===== src/rtl/jtag_tap_controller.sv =====
// JTAG TAP controller: 16-state TMS-driven FSM, 4-bit instruction register,
// 1-bit bypass register and the TDO mux.
`timescale 1ns/1ps
module jtag_tap_controller #(
    parameter logic [3:0] IR_RESET   = 4'b0001,
    parameter logic [3:0] IR_CAPTURE = 4'b0101,
    parameter logic [3:0] INSTR_USER = 4'b0010
) (
    input  logic       TCK,
    input  logic       TRST_N,
    input  logic       TMS,
    input  logic       TDI,
    input  logic       idcode_tdo,
    input  logic       user_tdo,
    output logic [3:0] tap_state,
    output logic [3:0] IR,
    output logic       TDO,
    output logic       TDO_EN
);

    typedef enum logic [3:0] {
        EXIT2_DR = 4'h0, EXIT1_DR = 4'h1, SHIFT_DR = 4'h2, PAUSE_DR = 4'h3,
        SEL_IR   = 4'h4, UPD_DR   = 4'h5, CAP_DR   = 4'h6, SEL_DR   = 4'h7,
        EXIT2_IR = 4'h8, EXIT1_IR = 4'h9, SHIFT_IR = 4'hA, PAUSE_IR = 4'hB,
        RTI      = 4'hC, UPD_IR   = 4'hD, CAP_IR   = 4'hE, TLR      = 4'hF
    } tap_state_t;

    tap_state_t state_reg;
    logic [3:0] ir_reg;
    logic [3:0] ir_shift_reg;
    logic       bypass_reg;
    logic       bypass_sel;

    assign bypass_sel = (ir_reg != IR_RESET) && (ir_reg != INSTR_USER);

    // Register actions key on the state present at the edge, before the transition.
    always_ff @(posedge TCK or negedge TRST_N) begin
        if (!TRST_N) begin
            state_reg    <= TLR;
            ir_reg       <= IR_RESET;
            ir_shift_reg <= '0;
            bypass_reg   <= 1'b0;
        end else begin
            case (state_reg)
                TLR:      state_reg <= TMS ? TLR      : RTI;
                RTI:      state_reg <= TMS ? SEL_DR   : RTI;
                SEL_DR:   state_reg <= TMS ? SEL_IR   : CAP_DR;
                CAP_DR:   state_reg <= TMS ? EXIT1_DR : SHIFT_DR;
                SHIFT_DR: state_reg <= TMS ? EXIT1_DR : SHIFT_DR;
                EXIT1_DR: state_reg <= TMS ? UPD_DR   : PAUSE_DR;
                PAUSE_DR: state_reg <= TMS ? EXIT2_DR : PAUSE_DR;
                EXIT2_DR: state_reg <= TMS ? UPD_DR   : SHIFT_DR;
                UPD_DR:   state_reg <= TMS ? SEL_DR   : RTI;
                SEL_IR:   state_reg <= TMS ? TLR      : CAP_IR;
                CAP_IR:   state_reg <= TMS ? EXIT1_IR : SHIFT_IR;
                SHIFT_IR: state_reg <= TMS ? EXIT1_IR : SHIFT_IR;
                EXIT1_IR: state_reg <= TMS ? UPD_IR   : PAUSE_IR;
                PAUSE_IR: state_reg <= TMS ? EXIT2_IR : PAUSE_IR;
                EXIT2_IR: state_reg <= TMS ? UPD_IR   : SHIFT_IR;
                UPD_IR:   state_reg <= TMS ? SEL_DR   : RTI;
                default:  state_reg <= TLR;
            endcase

            case (state_reg)
                TLR: begin
                    ir_reg       <= IR_RESET;
                    ir_shift_reg <= '0;
                end
                CAP_IR:   ir_shift_reg <= IR_CAPTURE;
                SHIFT_IR: ir_shift_reg <= {TDI, ir_shift_reg[3:1]};
                UPD_IR:   ir_reg       <= ir_shift_reg;
                CAP_DR:   if (bypass_sel) bypass_reg <= 1'b0;
                SHIFT_DR: if (bypass_sel) bypass_reg <= TDI;
                default: ;
            endcase
        end
    end

    always_comb begin
        TDO = 1'b0;
        if (state_reg == SHIFT_IR) begin
            TDO = ir_shift_reg[0];
        end else if (state_reg == SHIFT_DR) begin
            if (ir_reg == IR_RESET)
                TDO = idcode_tdo;
            else if (ir_reg == INSTR_USER)
                TDO = user_tdo;
            else
                TDO = bypass_reg;
        end
    end

    assign TDO_EN    = (state_reg == SHIFT_DR) || (state_reg == SHIFT_IR);
    assign tap_state = state_reg;
    assign IR        = ir_reg;

endmodule


===== config.mk =====
export PLATFORM = sky130hd
export DESIGN_NAME = jtag_tap_controller
export DESIGN_NICKNAME = d
export VERILOG_FILES = /design/src/rtl/jtag_tap_controller.sv
export SDC_FILE = /design/constraint.sdc
export NUM_CORES = 1
export LEC_CHECK = 0
export CAP_MARGIN = 10
export CORE_MARGIN = 2
export CORE_UTILIZATION = 38
export CTS_CLUSTER_DIAMETER = 30
export CTS_CLUSTER_SIZE = 24
export DETAILED_ROUTE_END_ITERATION = 12
export GPL_ROUTABILITY_DRIVEN = 0
export SYNTH_ARGS = -nofsm -noshare
export SYNTH_HDL_FRONTEND = slang
export SYNTH_SLANG_ARGS = --single-unit

===== constraint.sdc =====
create_clock -name TCK -period 1.65 [get_ports TCK]
set_input_delay 0.2475 -clock TCK [delete_from_list [all_inputs] [get_ports TCK]]
set_output_delay 0.2475 -clock TCK [all_outputs]
set_load 0.1 [all_outputs]

# == After elaboration in Yosys (flattened, before gate mapping) ==
# Index checks and enable logic that the tools add are counted.
# op_classes
eq_ne,21
n_mux,22
reduce_logical,10
# ops
cell,count
4-bit case mux with 12 select lines,1
"4-bit equality test, second input constant",8
"4-bit by 3-bit equality test with 1-bit output, second input constant",4
"4-bit by 2-bit equality test with 1-bit output, second input constant",3
2-bit 2-to-1 mux,6
3-bit 2-to-1 mux,4
4-bit case mux with 3 select lines,1
"4-bit by 1-bit equality test with 1-bit output, second input constant",2
4-bit case mux with 2 select lines,1
1-bit 2-to-1 mux,7
4-bit zero test,1
4-bit 2-to-1 mux,1
"2-bit != test, second input constant",2
"4-bit by 1-bit != test with 1-bit output, second input constant",1
"4-bit by 2-bit != test with 1-bit output, second input constant",1
2-bit nonzero test,2
2-bit OR reduction,2
3-bit AND reduction,1
3-bit nonzero test,1
3-bit OR reduction,1
1-bit case mux with 2 select lines,1
1-bit logical AND,1
1-bit logical OR,1
# word_totals
regBits,13
input_bits,6
elab_cells,57
out_inout_bits,10

# == Depth between registers and ports, before layout ==
# logic_depth
ltp_word,5
mapped_depth,4
depth_no_buf,3

# == Worst setup path after synthesis ==
# No wires, ideal clock.
# synth_timing
kind,reg2out
startpoint,"register state_reg[1], in the netlist tap_state[1]"
endpoint,output port TDO
arrival_time_ps,5349
path_buffers,1
t_required_ps,1402
stages_incl_launch_ff,5
path_slack_ps,-3947
path_cell_list,dfstp_2 > buf_2 > nor3b_1 > o21ai_0 > a41oi_1
# synth_between
elab_chain_len,3
elab_cells_between_ends,4
cone_classes,eq/ne: 2; mux: 2
# synth_lines
item,line_no,text
"start, declared",28,tap_state_t state_reg;
"start signal, assigned",45,TLR: state_reg <= TMS ? TLR : RTI;
"start signal, assigned",46,RTI: state_reg <= TMS ? SEL_DR : RTI;
"start signal, assigned",47,SEL_DR: state_reg <= TMS ? SEL_IR : CAP_DR;
4-bit by 2-bit equality test with 1-bit output,83,end else if (state_reg == SHIFT_DR) begin
1-bit 2-to-1 mux,83,
1-bit 2-to-1 mux (*),81,if (state_reg == SHIFT_IR) begin
"end, declared",17,"output logic TDO,"
# Mark *: on every way between the ends. The rest lies on a longest branch, timed or not.

# == Worst setup path after layout ==
# layout_timing
startpoint,"register ir_reg[1], in the netlist IR[1]"
endpoint,output port TDO
# layout_between
elab_chain_len,5
elab_cells_between_ends,6
cone_classes,eq/ne: 2; mux: 4
# layout_lines
item,line_no,text
"start, declared",29,logic [3:0] ir_reg;
"start signal, assigned",71,UPD_IR: ir_reg <= ir_shift_reg;
4-bit by 2-bit equality test with 1-bit output,86,else if (ir_reg == INSTR_USER)
1-bit 2-to-1 mux,86,
1-bit 2-to-1 mux (*),84,if (ir_reg == IR_RESET)
1-bit 2-to-1 mux (*),83,
1-bit 2-to-1 mux (*),81,
# Marked as above.

==> flow_summary.html <==
<table>
<tr><th>Metric</th><th>Value</th></tr>
<tr><th colspan="2">STA</th></tr>
<tr><td>Final critical-path required period</td><td>approximately 1800 ps</td></tr>
<tr><td>Slew margin rel.</td><td>0.612</td></tr>
<tr><td>Portion of the clock cycle consumed by the worst path in the final layout</td><td>1.12</td></tr>
<tr><td>Final setup vio count</td><td>1</td></tr>
<tr><td>Worst-Margin Slew</td><td>~580 ps</td></tr>
<tr><td>Final critical-path setup slack</td><td>-193 ps</td></tr>
<tr><td>Number of hold violations in the final report</td><td>0</td></tr>
<tr><td>RSZ-0062 raised after global routing</td><td>true</td></tr>
<tr><td>Final Max Slew Viols</td><td>0</td></tr>
<tr><td>Highest achievable clock rate</td><td>~540 MHz</td></tr>
<tr><td>Worst Skew</td><td>roughly 0.58 ps</td></tr>
<tr><th colspan="2">Clocking</th></tr>
<tr><td>Count of hold-fix buffers inserted at cts</td><td>0</td></tr>
<tr><td>Clock tree from TritonCTS</td><td>yes</td></tr>
<tr><td>Maximum level of the CTS H-tree</td><td>1</td></tr>
<tr><td>Root buffer cell</td><td>sky130_fd_sc_hd__clkbuf_4</td></tr>
<tr><td>Clock network latency to the later pin of the worst-skew pair</td><td>270 ps</td></tr>
<tr><td>Total clock buffers created by CTS</td><td>3</td></tr>
<tr><td>Maximum clock insertion buffer count</td><td>2</td></tr>
<tr><td>CTS sink count</td><td>13</td></tr>
<tr><td>Clock-pin slew on the worst setup and hold paths</td><td>about 80 ps</td></tr>
<tr><th colspan="2">Detailed routing</th></tr>
<tr><td>DRC errors left</td><td>0</td></tr>
<tr><td>Average vias per placed instance</td><td>around 5.3</td></tr>
<tr><td>Wire length reported by the detailed router</td><td>1560 um</td></tr>
<tr><td>Final ANT Viol Nets</td><td>0</td></tr>
<tr><td>Number of iterations in the first detailed-routing pass</td><td>4</td></tr>
<tr><td>Total number of vias</td><td>637</td></tr>
<tr><td>Iteration-0 DRC count of the detailed router</td><td>16</td></tr>
<tr><td>Routed WL per cell</td><td>between 10 and 15 um</td></tr>
<tr><th colspan="2">Yosys</th></tr>
<tr><td>Top_reg_cell synth</td><td>sky130_fd_sc_hd__dfrtp_1</td></tr>
<tr><td>Area share of the largest cell type after synthesis</td><td>0.296</td></tr>
<tr><td>Avg Synthesized Cell Area</td><td>~9.5 sq um</td></tr>
<tr><td>Post-Syn Instances</td><td>71</td></tr>
<tr><td>Post-Synthesis Net Count</td><td>between 70 and 80</td></tr>
<tr><td>Area leader, netlist</td><td>sky130_fd_sc_hd__dfrtp_1</td></tr>
<tr><td>Share of synthesized flip-flops with an asynchronous set or reset</td><td>1.00</td></tr>
<tr><td>Synth warn</td><td>0</td></tr>
<tr><td>Post-synthesis sequential element count</td><td>13</td></tr>
<tr><td>Number of flops mapped to enable cells by yosys</td><td>0</td></tr>
<tr><td>Unique masters post-synth</td><td>35</td></tr>
<tr><td>Cell area after synthesis</td><td>just under 700 sq um</td></tr>
<tr><td>Portion of the post-synthesis area used by sequential elements</td><td>0.491</td></tr>
<tr><td>Cell types occupying the most area after synthesis</td><td>sky130_fd_sc_hd__dfrtp_1 (30%), sky130_fd_sc_hd__dfstp_2 (19%), sky130_fd_sc_hd__nand2_1 (5.0%)</td></tr>
<tr><th colspan="2">Layout</th></tr>
<tr><td>Area taken by multi-input logic gates</td><td>between 300 and 400 sq um</td></tr>
<tr><td>Antenna diode count</td><td>0</td></tr>
<tr><td>Share of post-route cells with drive strength above 1</td><td>0.396</td></tr>
<tr><td>Number of fill cells</td><td>between 100 and 150</td></tr>
<tr><td>Post-layout net count</td><td>approximately 100</td></tr>
<tr><td>Fraction of the core area covered by cells at the end of the flow</td><td>0.647</td></tr>
<tr><td>Sequential cell area</td><td>~350 sq um</td></tr>
<tr><td>Finished Layout Cells</td><td>roughly 120</td></tr>
<tr><td>P&amp;R area growth vs syn</td><td>63.5%</td></tr>
<tr><th colspan="2">Setup path</th></tr>
<tr><td>Worst reg-to-reg path cell count</td><td>4</td></tr>
<tr><td>Required time of the critical path</td><td>~1400 ps</td></tr>
<tr><td>Startpoint type of the worst setup path</td><td>flop</td></tr>
<tr><td>Setup Crit Path Kind</td><td>flop to output port</td></tr>
<tr><td>Crit path cell chain</td><td>nor4b_2 -&gt; o21ai_1 -&gt; a41oi_4 -&gt; buf_12</td></tr>
<tr><td>Highest-delay cell along the critical path</td><td>sky130_fd_sc_hd__dfrtp_2</td></tr>
<tr><td>Capturing element type of the critical path</td><td>output port</td></tr>
<tr><td>Slowest stage delay, CP</td><td>between 400 and 500 ps</td></tr>
<tr><td>CP max FO</td><td>5</td></tr>
<tr><td>WP data arrival</td><td>~1600 ps</td></tr>
<tr><td>R2R setup slack</td><td>roughly 50 ps</td></tr>
<tr><th colspan="2">Global routing</th></tr>
<tr><td>Met2 Use GR</td><td>0.264</td></tr>
<tr><td>Via count of the first global-routing pass</td><td>between 500 and 600</td></tr>
<tr><td>Number of antenna violations at the first check in global routing</td><td>0</td></tr>
<tr><td>Met1 Use GR</td><td>0.237</td></tr>
<tr><td>Gr ovfl total</td><td>0</td></tr>
<tr><td>Pin count of the biggest net entering global routing</td><td>14</td></tr>
<tr><td>Aggregate global-route resource usage</td><td>0.177</td></tr>
<tr><td>Global-route wire length before repair</td><td>2610 um</td></tr>
<tr><td>Most heavily used metal layer in global routing</td><td>met2</td></tr>
<tr><td>Met3 routing resource usage after global routing</td><td>0.0353</td></tr>
<tr><th colspan="2">Floorplanning</th></tr>
<tr><td>Core Rows</td><td>15</td></tr>
<tr><td>Die outline area</td><td>between 2000 and 2500 sq um</td></tr>
<tr><td>Io pins</td><td>16</td></tr>
<tr><td>CORE AREA</td><td>roughly 1700 sq um</td></tr>
<tr><td>Height of the chip</td><td>~46 um</td></tr>
<tr><td>Starting density of the core</td><td>0.396</td></tr>
<tr><td>Die width</td><td>around 46 um</td></tr>
<tr><th colspan="2">Placement</th></tr>
<tr><td>Buffers on Ports</td><td>15</td></tr>
<tr><td>Sum of net half-perimeters after detailed placement</td><td>~1200 um</td></tr>
<tr><td>Setup WS pre-CTS</td><td>-240 ps</td></tr>
<tr><td>Placed Instances</td><td>approximately 120</td></tr>
<tr><th colspan="2">Status</th></tr>
<tr><td>Outcome</td><td>finished with violations</td></tr>
<tr><td>Violations in the final reports</td><td>setup timing</td></tr>
<tr><th colspan="2">Job</th></tr>
<tr><td>Number of max-cap violations</td><td>0</td></tr>
<tr><th colspan="2">Min path</th></tr>
<tr><td>Path category of the worst min-delay check</td><td>primary input to asynchronous set/reset pin</td></tr>
</table>
kinds of logic after synthesis:
logic type             synth area share
AO/OA/AOI/OAI                     0.270
XOR/XNOR                         0.0130
buffers and inverters            0.0426
flip-flops                        0.491
multiplexers                     0.0167
AND/OR/NAND/NOR                   0.167
cells in the mapped netlist (2+ instances only):
library cell,number
sky130_fd_sc_hd__o2bb2ai_1,2
sky130_fd_sc_hd__a22o_1,2
sky130_fd_sc_hd__nor2_1,8
sky130_fd_sc_hd__inv_1,2
sky130_fd_sc_hd__o21ai_1,5
sky130_fd_sc_hd__nand2_1,9
sky130_fd_sc_hd__o21ai_0,2
sky130_fd_sc_hd__buf_2,2
sky130_fd_sc_hd__o21a_1,2
sky130_fd_sc_hd__dfrtp_1,8
sky130_fd_sc_hd__dfstp_2,5
cell type report:
class / count / area share
multi-input cells: 51 / 0.322
flip-flops and latches: 13 / 0.320
repair buffers: 25 / 0.294
well taps: 25 / 0.0283
clock buffers: 3 / 0.0204
inverters: 3 / 0.0102
clock inverters: 1 / 0.00453
placed cells by master (no fill, tap or decap), drive strengths merged, types with 2 or more instances in the layout:
cell and instances:
nor2 8, clkdlybuf4s50 5, dfstp 5, inv 3
buf 20, o21a 2, dfrtp 8, o2bb2ai 2
nand2 9, o21ai 7, a22o 2, clkbuf 3
final timing paths:
check	startpoint	endpoint
min	TRST_N	bypass_reg
max	IR[1]	TDO
min reg2reg	bypass_reg	bypass_reg
min in group TCK	bypass_reg	bypass_reg
max in group asynchronous	TRST_N	IR[1]
max reg2reg	IR[0]	bypass_reg
stage by stage:
| stage | area [sq um] | hold WS [ps] | setup TNS (ps) |
|---|---|---|---|
| finish | 1100 | 339 | -193 |
| global route | 1100 | 381 | -330 |
| CTS | 1100 | 350 | -263 |
| detailed placement | 1060 | 508 | -240 |
| global placement | 1060 | 490 | -143 |
| floorplan | 739 | -48.1 | -1820 |
layer usage:
layer  part of all wire  wire [um]
met4             0.0064         10
met1               0.46        718
met2               0.49        763
met3              0.040         63
met5                  0          0
repair_timing:
item / CTS / global route
gates cloned: 0 / 0
endpoints found under the hold margin: 0 / 0
setup endpoints to repair: 2 / 2
resized for setup: 2 / 0
setup buffers: 3 / 0
pin swaps: 4 / 1
worst max-delay path: cells and delay by family, from the launching register on:
kind            cells  cell delay (ps)
compound gates      2              400
buf+inv             1              200
flops               1              440
simple gates        1              290
Power is left out: the tool's default activity adds up to more than one toggle a clock period on the data nets, which glitch-free logic cannot reach.
==> patch 1 (same flow settings) <==
Make the reset (`TRST_N`) synchronous in one clocked block.
--- a/src/rtl/jtag_tap_controller.sv
+++ b/src/rtl/jtag_tap_controller.sv
@@ -35,5 +35,5 @@
 
     // Register actions key on the state present at the edge, before the transition.
-    always_ff @(posedge TCK or negedge TRST_N) begin
+    always_ff @(posedge TCK) begin
         if (!TRST_N) begin
             state_reg    <= TLR;
Function: differs if TRST_N is asserted again (counterexample within 4 cycles, from zero or initial values and one cycle with TRST_N low); with TRST_N held inactive, the same outputs for 10 cycles.
==> patch 1 against the original RTL <==
  * The run still ends with setup timing left
  * Hold slack improved by 0.16 ns
  * Synthesized area is 0.74% lower
  * Design area shrank 3.6%
  * Routed wire length up 7.2%
  * Worst setup slack improved by 0.053 ns
  * Register-to-register slack improved by 0.32 ns
  * Sequential cell count stayed put
  * Highest routed layer unchanged
Power is left out: it rests on default switching activity, and per cell area and clock period it moved more than threefold.
==> patch 1: results (changes against the original RTL) <==
{| class="wikitable"
! Metric !! Value
|-
| Unique masters post-synth || 28 (-20%)
|-
| Sequential fraction of the synthesis area || 0.388 (-0.103)
|-
| Number of vias per cell after detailed routing || 5.59 (+6.3%)
|-
| Most frequent cells after synthesis || sky130_fd_sc_hd__dfxtp_1 (13), sky130_fd_sc_hd__o21ai_0 (11), sky130_fd_sc_hd__a21oi_1 (10), sky130_fd_sc_hd__nand2_1 (10), sky130_fd_sc_hd__nor2_1 (5)
|-
| Cell at the slowest stage of the critical path || sky130_fd_sc_hd__or4_4
|-
| Count of placed standard cells including taps || 119 (+3.5%)
|-
| Final routed wirelength across all metal layers || 1670 um (+7.2%)
|-
| Met3 layer wire length in the routed design || 71 um (+13%)
|-
| Final worst slack || -0.140 ns (+0.0527 ns)
|-
| Hold crit path type || reg -> reg
|-
| Total track usage || 0.183 (+0.00508)
|-
| Reg2Reg Depth || 3 (-1)
|-
| Cell types occupying the most area after synthesis || sky130_fd_sc_hd__dfxtp_1 (39%), sky130_fd_sc_hd__o21ai_0 (8.2%), sky130_fd_sc_hd__a21oi_1 (7.5%)
|-
| Violations in the final reports || setup timing
|-
| Global-route track usage on met1 || 0.252 (+0.0152)
|-
| Final setup skew || 0.00527 ns (+0.00468 ns)
|-
| Number of setup violations in the final report || 1 (unchanged)
|-
| CP arrival || 1.54 ns (-0.06 ns)
|-
| Filler cells || 145 (+2.8%)
|-
| Wl on met1 || 821 um (+14%)
|-
| Met2 global-route usage || 0.261 (-0.00278)
|-
| Outcome || finished, violations left
|-
| Worst slew margin relative to its limit || 0.793 (+0.180)
|-
| Total nets after synthesis || 90 (+17%)
|-
| DR WL met2 || 747 um (-2.1%)
|-
| Met3 layer usage reported by global route || 0.0595 (+0.0242)
|-
| Slowest cell delay on critical path || 0.55 ns (+0.11 ns)
|-
| Wire length of the first global-routing pass || 2650 um (+1.6%)
|}
-- patch 1: area by class of cell --
cell class | count | area share
Inverter | 2 | 0.00705
Clock buffer | 4 | 0.0247
Tap cell | 17 | 0.0200
Multi-Input combinational cell | 65 | 0.403
Sequential cell | 13 | 0.262
Timing Repair Buffer | 22 | 0.283
-- patch 1: path summary, 6_finish.rpt --
kind                                        to                    startpoint  slack (ns)
setup / recovery                           TDO            IR[2]$_SDFFE_PN0P_       -0.14
hold / removal    ir_shift_reg[3]$_SDFFE_PN0P_  ir_shift_reg[3]$_SDFFE_PN0P_        0.50
setup reg to reg       tap_state[1]$_SDFF_PN1_       tap_state[3]$_SDFF_PN1_        0.37
hold reg to reg   ir_shift_reg[3]$_SDFFE_PN0P_  ir_shift_reg[3]$_SDFFE_PN0P_        0.50
-- patch 1: repair_timing --
action | in CTS | in global routing
gates resized for setup | 7 | 1
pin swaps | 1 | 0
setup endpoints to repair | 1 | 1
hold buffers | 0 | 0
-- patch 1: worst max-delay path: cells and delay by family (launching register included) --
family | cells | cell delay [ns]
compound gates | 1 | 0.18
buf+inv | 1 | 0.20
flops | 1 | 0.34
simple gates | 1 | 0.55
-- patch 1: stage by stage --
step	hold slack, ns	setup WS, ns	instance area [um2]	util
3_3_place_gp	0.471	-0.215	1020	0.603
4_1_cts	0.502	-0.131	1060	0.629
6_report	0.499	-0.140	1060	0.630
3_5_place_dp	0.488	-0.219	1020	0.603
2_1_floorplan	0.309	-0.951	727	-
5_1_grt	0.531	-0.196	1060	0.630
-- patch 1: kinds of logic (layout without fill, tap and decap cells) --
kind of cell	Yosys count	count (layout)	synth area share
compound gates	26	26	0.220
xor+xnor	1	1	0.0131
buf+inv	6	28	0.0410
flops	13	13	0.388
mux	2	2	0.0299
simple gates	36	36	0.308
==> patch 2 (same settings) <==
Without the edit above. Add an input register stage for `TDI`, `idcode_tdo` and `user_tdo`; this delays them by one clock. The other inputs are not delayed to match.
--- a/src/rtl/jtag_tap_controller.sv
+++ b/src/rtl/jtag_tap_controller.sv
@@ -25,4 +25,14 @@
         RTI      = 4'hC, UPD_IR   = 4'hD, CAP_IR   = 4'hE, TLR      = 4'hF
     } tap_state_t;
+
+    logic TDI_q;
+    logic idcode_tdo_q;
+    logic user_tdo_q;
+
+    always_ff @(posedge TCK) begin
+        TDI_q        <= TDI;
+        idcode_tdo_q <= idcode_tdo;
+        user_tdo_q   <= user_tdo;
+    end
 
     tap_state_t state_reg;
@@ -68,8 +78,8 @@
                 end
                 CAP_IR:   ir_shift_reg <= IR_CAPTURE;
-                SHIFT_IR: ir_shift_reg <= {TDI, ir_shift_reg[3:1]};
+                SHIFT_IR: ir_shift_reg <= {TDI_q, ir_shift_reg[3:1]};
                 UPD_IR:   ir_reg       <= ir_shift_reg;
                 CAP_DR:   if (bypass_sel) bypass_reg <= 1'b0;
-                SHIFT_DR: if (bypass_sel) bypass_reg <= TDI;
+                SHIFT_DR: if (bypass_sel) bypass_reg <= TDI_q;
                 default: ;
             endcase
@@ -83,7 +93,7 @@
         end else if (state_reg == SHIFT_DR) begin
             if (ir_reg == IR_RESET)
-                TDO = idcode_tdo;
+                TDO = idcode_tdo_q;
             else if (ir_reg == INSTR_USER)
-                TDO = user_tdo;
+                TDO = user_tdo_q;
             else
                 TDO = bypass_reg;
Check against the original RTL: not equivalent (a bounded check fails within 10 cycles, from zero or initial values and one cycle with TRST_N low).
==> patch 2 against the original RTL <==
  * The flow still finishes with violations (setup timing)
  * Largest cell class is now registers
  * Routed wire length is 11% higher
  * Critical path depth grew 2
  * Hold slack got worse by 0.13 ns
  * Synthesized area is 12% higher
  * Design area up 10%
  * Sequential cell count up 3
  * Worst setup slack lost 0.15 ns
Power is not shown: default switching activity piles up to over one toggle a cycle in this logic, so the estimate is an artifact.
==> patch 2: results (changes against the original RTL) <==
{| class="wikitable"
! Metric !! Value
|-
| DPL Wire Length || 1280 um (+5.3%)
|-
| Total track usage || 0.162 (-0.0159)
|-
| Cell types occupying the most area after synthesis || sky130_fd_sc_hd__dfrtp_1 (26%), sky130_fd_sc_hd__dfstp_2 (17%), sky130_fd_sc_hd__dfxtp_1 (7.9%)
|-
| Number of setup violations in the final report || 2 (+1)
|-
| Fin Setup TNS || -0.361 ns (-0.169 ns)
|-
| Total nets after synthesis || 83 (+7.8%)
|-
| Final worst slack || -0.346 ns (-0.153 ns)
|-
| Share of async-settable or async-resettable flops after synthesis || 0.813 (-0.188)
|-
| R2R Setup Slk || 0.07 ns (+0.02 ns)
|-
| Slowest cell delay on critical path || 0.64 ns (+0.20 ns)
|-
| Unique masters post-synth || 28 (-20%)
|-
| Maximum fanout along the worst path || 3 (-2)
|-
| Wire length of the first global-routing pass || 2950 um (+13%)
|-
| Outcome || finished, violations left
|-
| Reg2Reg Depth || 5 (+1)
|-
| Number of DRC violations after detailed-routing iteration 0 || 6 (-10)
|-
| Violations in the final reports || setup timing
|-
| Vias || 671 (+5.3%)
|-
| Filler cells || 161 (+14%)
|-
| Sequential fraction of the synthesis area || 0.516 (+0.0249)
|-
| CP arrival || 1.75 ns (+0.15 ns)
|-
| Final setup skew || 0.00350 ns (+0.00292 ns)
|-
| Cell at the slowest stage of the critical path || sky130_fd_sc_hd__dfstp_4
|-
| Share of final-layout standard cells stronger than drive strength 1 || 0.400 (+0.00417)
|-
| Routed wire per std cell || 13.0 um (+1.3%)
|-
| Worst Tran Pin Value || 0.312 ns (-0.268 ns)
|-
| Net count reported at finish || 112 (+8.7%)
|-
| Pin count of the biggest net entering global routing || 15 (+1)
|-
| Number of global-route vias before repair || 626 (+8.9%)
|-
| Most frequent cells after synthesis || sky130_fd_sc_hd__nand2_1 (10), sky130_fd_sc_hd__o21ai_0 (9), sky130_fd_sc_hd__dfrtp_1 (8), sky130_fd_sc_hd__nor2_1 (7), sky130_fd_sc_hd__dfstp_2 (5)
|-
| Number of CTS-inserted buffers || 3 (unchanged)
|}
==> patch 2: changes by cell type after synthesis, sizes merged, moves of 2 or more <==
cell | unedited run | this run
nand2b | 0 | 4
o21a | 2 | 0
a22oi | 0 | 2
dfxtp | 0 | 3
nand3 | 1 | 4
o21ai | 7 | 9
==> patch 2: logic make-up after synthesis <==
group                  synth area share
AO/OA/AOI/OAI                     0.213
buffers and inverters            0.0346
AND/OR/NAND/NOR                   0.211
XOR/XNOR                         0.0115
flip-flops                        0.516
multiplexers                     0.0148
==> patch 2: worst max-delay path by stage <==
stage	startpoint	endpoint	cells after the start
3_5_place_dp	IR[0]$_DFFE_PN1P_	TDO	3
5_1_grt	IR[0]$_DFFE_PN1P_	TDO	6
2_1_floorplan	tap_state[1]$_DFF_PN1_	TDO	3
6_report	IR[0]$_DFFE_PN1P_	TDO	6
3_3_place_gp	IR[0]$_DFFE_PN1P_	TDO	3
4_1_cts	IR[1]$_DFFE_PN0P_	TDO	4
==> patch 2: timing repair <==
| action | in CTS | in global routing |
|---|---|---|
| setup buffers | 2 | 0 |
| hold endpoints to repair | 0 | 0 |
| endpoints found under the setup margin | 2 | 2 |
| pin swaps | 2 | 2 |
| gates resized for setup | 1 | 4 |
==> patch 2: layout make-up <==
type | instances | area, um2 | area share
multi-input combinational | 55 | 382 | 0.314
clock buffer | 4 | 36.3 | 0.0299
sequential | 16 | 404 | 0.333
inverter | 2 | 7.51 | 0.00618
timing repair buffer | 28 | 352 | 0.289
tap | 27 | 33.8 | 0.0278
==> patch 2: worst max-delay path: cells and delay by family (launching register included) <==
kind | cells | cell delay, ns
AOI/OAI and AO/OA | 2 | 0.35
buffers and inverters | 3 | 0.45
DFF | 1 | 0.64
and+or+nand+nor | 1 | 0.04
==> patch 2: through the flow <==
stage / setup WS (ns) / cells / instance area (um2) / hold slack [ns]
2_1_floorplan: -1.18 / 77 / 801 / -0.0481
3_3_place_gp: -0.0375 / 126 / 1150 / 0.514
3_5_place_dp: -0.0480 / 126 / 1150 / 0.524
4_1_cts: -0.314 / 132 / 1200 / 0.210
5_1_grt: -0.391 / 132 / 1210 / 0.218
6_report: -0.346 / 132 / 1210 / 0.206
==> patch 2: layer usage <==
metal / part of all wire / global-route usage
met5: 0 / 0
met4: 0.0076 / 0.0857
met3: 0.035 / 0.0216
met2: 0.50 / 0.251
met1: 0.46 / 0.219
